[config.mk]
export PLATFORM = sky130hd
export DESIGN_NAME = cs_window_filter_flat
export DESIGN_NICKNAME = d
export VERILOG_FILES = /design/src/rtl/cs_win_pkg.sv /design/src/rtl/cs_window_filter_if.sv /design/src/rtl/cs_win_near.sv /design/src/rtl/cs_window_filter.sv /design/src/flat_wrapper.sv
export SDC_FILE = /design/constraint.sdc
export NUM_CORES = 1
export LEC_CHECK = 0
export ABC_AREA = 1
export BUFFER_PORTS_ARGS = -buffer_cell sky130_fd_sc_hd__buf_2
export CAP_MARGIN = 10
export CORE_ASPECT_RATIO = 0.9
export CORE_MARGIN = 2
export CORE_UTILIZATION = 50
export DETAILED_ROUTE_END_ITERATION = 8
export MAX_ROUTING_LAYER = met4
export PLACE_DENSITY = 0.7
export SLEW_MARGIN = 20
export SYNTH_ARGS = -nofsm -noshare
export SYNTH_HDL_FRONTEND = slang
export SYNTH_HIERARCHICAL = 1
export SYNTH_SLANG_ARGS = --single-unit
export TNS_END_PERCENT = 30
[constraint.sdc]
create_clock -name clk -period 18.2 [get_ports clk]
set_input_delay 2.73 -clock clk [delete_from_list [all_inputs] [get_ports clk]]
set_output_delay 2.73 -clock clk [all_outputs]
set_load 0.01 [all_outputs]
[src/rtl/cs_win_pkg.sv]
// Shared widths, defaults and the width helper for the sliding-window
// approximate-average filter.
package cs_win_pkg;

    localparam int unsigned DEF_DW    = 8;
    localparam int unsigned DEF_DEPTH = 9;
    localparam int unsigned DEF_SHIFT = 3;
    localparam int unsigned DEF_OW    = 10;

    function automatic int unsigned clog2(input int unsigned value);
        int unsigned r;
        r = 0;
        for (int unsigned i = 0; i < 32; i++) begin
            if ((64'(1) << i) < 64'(value)) r = i + 1;
        end
        return r;
    endfunction

    // Running sum of DEPTH samples of DW bits.
    function automatic int unsigned sum_width(input int unsigned dw, input int unsigned depth);
        return dw + clog2(depth);
    endfunction

    // S + DEPTH*near never exceeds 2*S because near never exceeds the mean.
    function automatic int unsigned total_width(input int unsigned dw, input int unsigned depth);
        return sum_width(dw, depth) + 1;
    endfunction

endpackage

[src/rtl/cs_window_filter_if.sv]
// Sample-in / result-out bus of the window filter.
interface cs_window_filter_if #(
    parameter int unsigned DW = cs_win_pkg::DEF_DW,
    parameter int unsigned OW = cs_win_pkg::DEF_OW
) ();
    logic          in_valid;
    logic [DW-1:0] in_data;
    logic          out_valid;
    logic [OW-1:0] out_data;

    modport master (output in_valid, output in_data, input out_valid, input out_data);
    modport slave  (input in_valid, input in_data, output out_valid, output out_data);
endinterface

[src/rtl/cs_win_near.sv]
// Combinational finder of the largest window sample whose DEPTH multiple does
// not exceed the running sum; per-tap qualify, then a balanced max tree.
module cs_win_near
    import cs_win_pkg::*;
#(
    parameter int unsigned DW    = DEF_DW,
    parameter int unsigned DEPTH = DEF_DEPTH
) (
    input  logic [DEPTH*DW-1:0]                win,
    input  logic [sum_width(DW, DEPTH)-1:0]    sum,
    output logic [DW-1:0]                      near
);
    localparam int unsigned SW = sum_width(DW, DEPTH);
    localparam int unsigned LV = clog2(DEPTH);

    logic [DW-1:0] cand_c [DEPTH];

    // Taps above the mean are forced to zero so they lose every max compare.
    always_comb begin
        for (int unsigned i = 0; i < DEPTH; i++) cand_c[i] = '0;
        for (int unsigned i = 0; i < DEPTH; i++) begin
            if (SW'(DEPTH) * SW'(win[i*DW +: DW]) <= sum) cand_c[i] = win[i*DW +: DW];
        end
    end

    for (genvar l = 0; l <= LV; l++) begin : g_lvl
        localparam int unsigned N = 1 << (LV - l);
        logic [DW-1:0] v [N];
        for (genvar j = 0; j < N; j++) begin : g_node
            if (l == 0) begin : g_leaf
                if (j < DEPTH) begin : g_tap
                    assign v[j] = cand_c[j];
                end else begin : g_pad
                    assign v[j] = '0;
                end
            end else begin : g_max
                assign v[j] = (g_lvl[l-1].v[2*j] > g_lvl[l-1].v[2*j+1]) ?
                              g_lvl[l-1].v[2*j] : g_lvl[l-1].v[2*j+1];
            end
        end
    end

    assign near = g_lvl[LV].v[0];

endmodule

[src/rtl/cs_window_filter.sv]
// Sliding-window approximate-average filter: out = (S + DEPTH*near) >> SHIFT.
// Define CS_WIN_WARMUP_EN to suppress results until the window is full.
module cs_window_filter
    import cs_win_pkg::*;
#(
    parameter int unsigned DW    = DEF_DW,
    parameter int unsigned DEPTH = DEF_DEPTH,
    parameter int unsigned SHIFT = DEF_SHIFT,
    parameter int unsigned OW    = DEF_OW
) (
    input  logic              clk,
    input  logic              reset,
    input  logic              clr,
    cs_window_filter_if.slave bus
);
    localparam int unsigned SW = sum_width(DW, DEPTH);
    localparam int unsigned TW = total_width(DW, DEPTH);

    logic [DW-1:0]       win [DEPTH];
    logic [DEPTH*DW-1:0] win_flat_c;
    logic [SW-1:0]       sum;
    logic                v0;
    logic                v0_nxt_c;
    logic                accept_c;
    logic [DW-1:0]       near_c;
    logic [DW-1:0]       near1;
    logic [SW-1:0]       sum1;
    logic                v1;
    logic [TW-1:0]       total_c;
    logic                out_valid;
    logic [OW-1:0]       out_data;

    assign accept_c = bus.in_valid && !clr;

`ifdef CS_WIN_WARMUP_EN
    localparam int unsigned CW = clog2(DEPTH + 1);
    logic [CW-1:0] cnt;
    logic [CW-1:0] cnt_nxt_c;

    assign cnt_nxt_c = (cnt == CW'(DEPTH)) ? cnt : cnt + CW'(1);
    assign v0_nxt_c  = accept_c && (cnt_nxt_c == CW'(DEPTH));

    always_ff @(posedge clk or negedge reset) begin
        if (!reset)        cnt <= '0;
        else if (clr)      cnt <= '0;
        else if (accept_c) cnt <= cnt_nxt_c;
    end
`else
    assign v0_nxt_c = accept_c;
`endif

    // Stage 0: window shift and running sum.
    always_ff @(posedge clk or negedge reset) begin
        if (!reset) begin
            for (int unsigned i = 0; i < DEPTH; i++) win[i] <= '0;
            sum <= '0;
            v0  <= 1'b0;
        end else if (clr) begin
            for (int unsigned i = 0; i < DEPTH; i++) win[i] <= '0;
            sum <= '0;
            v0  <= 1'b0;
        end else begin
            v0 <= v0_nxt_c;
            if (accept_c) begin
                win[0] <= bus.in_data;
                for (int unsigned i = 1; i < DEPTH; i++) win[i] <= win[i-1];
                sum <= sum - SW'(win[DEPTH-1]) + SW'(bus.in_data);
            end
        end
    end

    always_comb begin
        win_flat_c = '0;
        for (int unsigned i = 0; i < DEPTH; i++) win_flat_c[i*DW +: DW] = win[i];
    end

    cs_win_near #(
        .DW    (DW),
        .DEPTH (DEPTH)
    ) u_near (
        .win  (win_flat_c),
        .sum  (sum),
        .near (near_c)
    );

    assign total_c = TW'(sum1) + TW'(DEPTH) * TW'(near1);

    // Stage 1 registers near/S; stage 2 scales and presents the result.
    always_ff @(posedge clk or negedge reset) begin
        if (!reset) begin
            near1     <= '0;
            sum1      <= '0;
            v1        <= 1'b0;
            out_valid <= 1'b0;
            out_data  <= '0;
        end else begin
            near1     <= near_c;
            sum1      <= sum;
            v1        <= clr ? 1'b0 : v0;
            out_valid <= v1;
            if (v1) out_data <= OW'(total_c >> SHIFT);
        end
    end

    assign bus.out_valid = out_valid;
    assign bus.out_data  = out_data;

endmodule

[src/flat_wrapper.sv]
// flat-port wrapper written by rule: the top's interface ports become plain ports
module cs_window_filter_flat import cs_win_pkg::*;
#(
    parameter int unsigned DW    = DEF_DW,
    parameter int unsigned DEPTH = DEF_DEPTH,
    parameter int unsigned SHIFT = DEF_SHIFT,
    parameter int unsigned OW    = DEF_OW
)
  (clk, reset, clr, bus_in_valid, bus_in_data, bus_out_valid, bus_out_data);
  cs_window_filter_if #(.DW(DW), .OW(OW)) bus_i ();
  input  logic clk;
  input  logic reset;
  input  logic clr;
  input wire logic [$bits(bus_i.in_valid)-1:0] bus_in_valid;
  input wire logic [$bits(bus_i.in_data)-1:0] bus_in_data;
  output wire logic [$bits(bus_i.out_valid)-1:0] bus_out_valid;
  output wire logic [$bits(bus_i.out_data)-1:0] bus_out_data;
  assign bus_i.in_valid = bus_in_valid;
  assign bus_i.in_data = bus_in_data;
  assign bus_out_valid = bus_i.out_valid;
  assign bus_out_data = bus_i.out_data;
  cs_window_filter #(.DW(DW), .DEPTH(DEPTH), .SHIFT(SHIFT), .OW(OW)) u_core (.clk(clk), .reset(reset), .clr(clr), .bus(bus_i));
endmodule
* Word-level counts from Yosys, hierarchy flattened
Cells that the tools add are included.
** Storage, ports and cells
- Bits in registers :: 117
- Input bits :: 12
- Output and inout port bits :: 11
- Logic and storage cells :: 78
** Cells by class
- $add $sub $neg :: 3
- $mul :: 10
- Magnitude comparators :: 20
- Mux-type cells :: 26
- Reduce and logical (&&, ||, !) cells :: 3
** Operators by type and width (number)
- 2-to-1 mux 8 bit :: 20
- 2-to-1 mux 72 bit :: 2
- multiplier 4 x 8 -> 12 bit, first input constant :: 10
- <= comparator 12 bit :: 9
- greater-than comparator 8 bit :: 8
- greater-than comparator 8 x 1 -> 1 bit, second input constant :: 3
- 2-to-1 mux 12 bit :: 2
- adder 12 x 12 -> 13 bit :: 1
- adder 12 x 8 -> 12 bit :: 1
- subtractor 12 x 8 -> 12 bit :: 1
- 2-to-1 mux 1 bit :: 2
- nonzero test 2 bit :: 1
- logical AND 1 bit :: 1
- logical NOT 1 bit :: 1

* Logic depth before layout (Yosys ltp)
- Depth in word-level cells :: 11
- Gate-level depth with buffers :: 56
- Mapped depth without buffers :: 56

* Cells and area by module
The synthesis kept the hierarchy.
** Modules (own cells, without submodules)
- cs_win_near :: instances 1, cells an instance 1201, area each 7887.6 um2, sequential area each 0.0 um2
- cs_window_filter :: instances 1, cells an instance 615, area each 5627.9 um2, sequential area each 2927.8 um2

* Least setup slack after synthesis
OpenSTA, ideal clock, no wires.
- Path kind :: register to register
- Start point :: register u_core/win[57] in the netlist's numbering
- End point :: register u_core.near1[0]
- Library setup time :: 0.119 ns
- Arrival :: 8.282 ns
- Data required time :: 18.081 ns
- Slack :: 9.799 ns
- Cell stages (with the launch flop) :: 45
- Path buffers :: 1
- Clock period less this slack :: 8.401 ns
- Cells stage by stage :: dfrtp_1 -> ha_1 -> ha_1 -> inv_1 -> fa_1 -> o21ai_0 -> nand2_1 -> a21oi_1 -> xor2_1 -> ha_1 -> nand2_1 -> nor4_1 -> nand4_1 -> nand2_1 -> nand2_1 -> ha_1 -> inv_1 -> nor2_1 -> (+9 left out) -> o31ai_2 -> inv_1 -> nand2_1 -> nand2_1 -> ha_1 -> a21oi_1 -> nor2_1 -> a211oi_1 -> a32oi_2 -> inv_1 -> nand3_1 -> and2_1 -> ha_1 -> nand4_1 -> o31ai_1 -> inv_1 -> nand3_1 -> nand2_1
** On the way
- Cells in the longest elaborated chain, start to end :: 11
** Ends and longest elaborated chain
- start: declaration :: line cs_window_filter.sv:19 : logic [DW-1:0] win [DEPTH];
- multiplier 4 x 8 -> 12 bit :: line cs_win_near.sv:22 : if (SW'(DEPTH) * SW'(win[i*DW +: DW]) <= sum) cand_c[i] = win[i*DW +: DW];
- <= comparator 12 bit :: line cs_win_near.sv:22
- 2-to-1 mux 8 bit * :: line cs_win_near.sv:22
- greater-than comparator 8 bit :: line cs_win_near.sv:37 : assign v[j] = (g_lvl[l-1].v[2*j] > g_lvl[l-1].v[2*j+1]) ?
- 2-to-1 mux 8 bit * :: line cs_win_near.sv:37
- greater-than comparator 8 bit :: line cs_win_near.sv:37
- 2-to-1 mux 8 bit * :: line cs_win_near.sv:37
- greater-than comparator 8 bit :: line cs_win_near.sv:37
- 2-to-1 mux 8 bit * :: line cs_win_near.sv:37
- greater-than comparator 8 bit :: line cs_win_near.sv:37
- 2-to-1 mux 8 bit * :: line cs_win_near.sv:37
- net u_core.near_c[0] :: line cs_window_filter.sv:25 : logic [DW-1:0] near_c;
- end signal: assignment :: line cs_window_filter.sv:97 : near1 <= near_c;
- end: declaration :: line cs_window_filter.sv:26 : logic [DW-1:0] near1;
Mark *: on every way through the listed nets, which the timed path passes. The rest lies on a longest branch.
A chain may end at the register's enable or synchronous reset.

* Final worst setup path
- Start point :: register u_core/win[60] in the netlist's numbering
- End point :: register u_core.near1[5]
Same word-level chain as after synthesis.

==> results.yml <==
clock_network:
  ctsHoldBuffers: 0
  cts_sinks: 117
  clk_pin_slew_ns: 0.06
  cts.repair.resized: 0
  cts_root_buf: "clkbuf_16"
  cts_tree: "built"
  cts_max_level: 4
  cts_setup_buffers: 0
  worstSkewPairLatency_ns: 0.42
  numCtsBuffers: 17
  cts_buffer_depth: 2
worst_hold_path:
  min_path_type: "register to register"
floorplanning:
  core_mm2: 0.0268
  rows: 57
  io_pins: 23
  die_x_um: 177
  dieArea_mm2: 0.0284
  die_h_um: 160
  start_util_pct: 50.4
global_route:
  globalRouteOverflowTotal: 0
  grt_use_total_pct: 27.0
  grt_first_pass_wirelength_mm: 58.6
  grt_max_degree: 75
  antenna_found_initial: 0
  grt_pass1_vias: 11400
sta:
  hold_ws_ns: 0.401
  clock_skew_ns: 0.0124
  rsz0062_at_grt: "false"
  tns_ns: 0
  final.period_utilization_pct: 54.5
  period_needed_ns: 9.92
  fmax_mhz: 101
  final_hold_viol_count: 0
  setup_viol: 0
  worstMarginPinSlew_ns: 1.01
  maxSlewHeadroom_pct: 32.6
  timing.final.max_slew_violations: 0
critical_path:
  critical_path_buf_inv_count: 6
  path_delay_family: "compound AO/OA/AOI/OAI gates"
  crit_type: "register to register"
  cp_max_fo: 14
  critPathRequiredTime_ns: 18.51
  cp_common_cell: "nand2_1"
  crit_slowest_cell: "o31ai_1"
  crit_arrival_ns: 10.23
  start_kind: "register"
  critPathCaptureType: "register"
  max_stage_delay_ns: 0.83
final_layout:
  n_antenna_cell: 0
  fin_area_mm2: 0.0146
  syn_to_final_growth_pct: 8.24
  fill_cells: 2598
  drive_gt1_share_pct: 6.15
  nNetsFinal: 2166
  final_util_pct: 54.6
synth:
  synth_flop_cell: "dfrtp_1"
  yosysWarnings: 6
  ys_top_cells_by_area: "ha_1 (27%), dfrtp_1 (22%), nand2_1 (10%)"
  synth_top_area_cell: "ha_1"
  ys_types: 43
  ys_top_cells_by_count: "nand2_1 (377), inv_1 (353), ha_1 (292)"
  syn_inst: 1816
  syn-cell-area_mm2: 0.0135
  synth_nets: 2142
  synth-seq-area-share_pct: 21.7
  avgSynthCellArea_um2: 7.44
  synth-seq-cells: 117
  synth-edff-count: 0
  synth_top_area_share_pct: 27.0
  async_reset_ff_share_pct: 100
  synthMostInstantiatedCell: "nand2_1"
place:
  place_area_mm2: 0.0140
  portBuffers: 22
  dp_hpwl_mm: 27.7
  gp_congestion: 0.909
routing:
  ant_nets: 0
  drt-total-wl_mm: 35.9
  vias: 12000
  drt-initial-drc-count: 838
  drc: 0
  avgRoutedWirePerCell_um: 16.3
  avgViaCountPerCell: 5.43
  dr.pass1.iters: 6
status:
  status: "finished clean"
power:
  irDropWorstVdd_mv: 0.0878
  p_per_area_mw_per_mm2: 118
  power_mw: 1.72
  leakagePower_nw: 8.11
run:
  max-cap-violations: 0
## where the power goes
| part | total [mW] | switching, mW | internal (mW) |
|---|---|---|---|
| clock | 0.359 | 0.140 | 0.219 |
| sequential | 0.323 | 0.0265 | 0.297 |
| combinational | 1.04 | 0.688 | 0.354 |
| total | 1.72 | 0.854 | 0.871 |
## layout make-up
type	instances	area (µm²)	share of cell area, %
Clock buffer	17	425	2.91
Clock inverter	15	195	1.33
Inverter	358	1340	9.19
Multi-Input combinational cell	1319	9140	62.5
Sequential cell	117	2930	20.0
Tap cell	354	443	3.03
Timing Repair Buffer	27	150	1.03
## sequential cells by signal, indices dropped and copies added (netlist names)
signal and flops:
u_core/bus.out_data 10, u_core/sum1 12, u_core/sum 12, u_core/bus.out_valid 1, u_core/near1 8, u_core/v1 1, u_core/win 72, u_core/v0 1
## stage by stage
stage | worst slack (ns) | instances
global placement | 8.80 | 2175
CTS | 8.41 | 2207
finish | 8.28 | 2207
detailed placement | 8.47 | 2175
floorplan | 9.80 | 1816
global route | 7.29 | 2207
## cell families after synthesis
kind of cell    synth area share, %
compound gates                 12.3
xor+xnor                       3.18
fa+ha+maj                      30.3
buf+inv                        10.7
flops                          21.7
simple gates                   21.8
## layout by cell type (no fill, tap or decap), types with 3 or more instances in the layout
master / instances
xnor2_1: 20
buf_4: 6
nand3_2: 11
inv_6: 3
nand4_1: 24
and2_1: 17
clkinv_4: 5
dfrtp_1: 117
nand3_1: 93
nand2_4: 5
o21a_1: 4
nor2_2: 3
clkbuf_16: 17
nand2_1: 377
o221ai_1: 4
o31ai_1: 3
nand2_2: 23
nand3b_1: 3
nor2_1: 94
o21ai_0: 68
fa_1: 22
and3_1: 7
a21oi_1: 116
bufinv_16: 3
a211oi_1: 7
buf_2: 21
o22ai_1: 68
a21o_1: 5
inv_2: 6
inv_1: 352
o21bai_1: 4
ha_1: 292
xor2_1: 29
## routing by layer
metal  GRT usage [%]  vias up  part of all wire, %
met1            37.2     5615                   48
met2            40.7      310                   45
met5               -        -                    0
met3            5.86       38                  6.5
met4            5.51        0                  1.4
li1                -     6031                    -
## final timing paths
| check | end | slack (ns) | cells past startpoint | from |
|---|---|---|---|---|
| max in group asynchronous | u_core/win[37]$_DFFE_PN0P_ | 14.55 | 2 | reset |
| worst max-delay path | u_core/near1[5]$_DFF_PN0_ | 8.28 | 43 | u_core/win[60]$_DFFE_PN0P_ |
| min in group asynchronous | u_core/bus.out_data[6]$_DFFE_PN0P_ | 2.36 | 1 | reset |
| worst min-delay path | u_core/sum1[7]$_DFF_PN0_ | 0.40 | 0 | u_core/sum[7]$_DFFE_PN0P_ |
| worst min register to register | u_core/sum1[7]$_DFF_PN0_ | 0.40 | 0 | u_core/sum[7]$_DFFE_PN0P_ |
| worst max register to register | u_core/near1[5]$_DFF_PN0_ | 8.28 | 43 | u_core/win[60]$_DFFE_PN0P_ |
No activity file was read; power rests on OpenSTA's default activity.
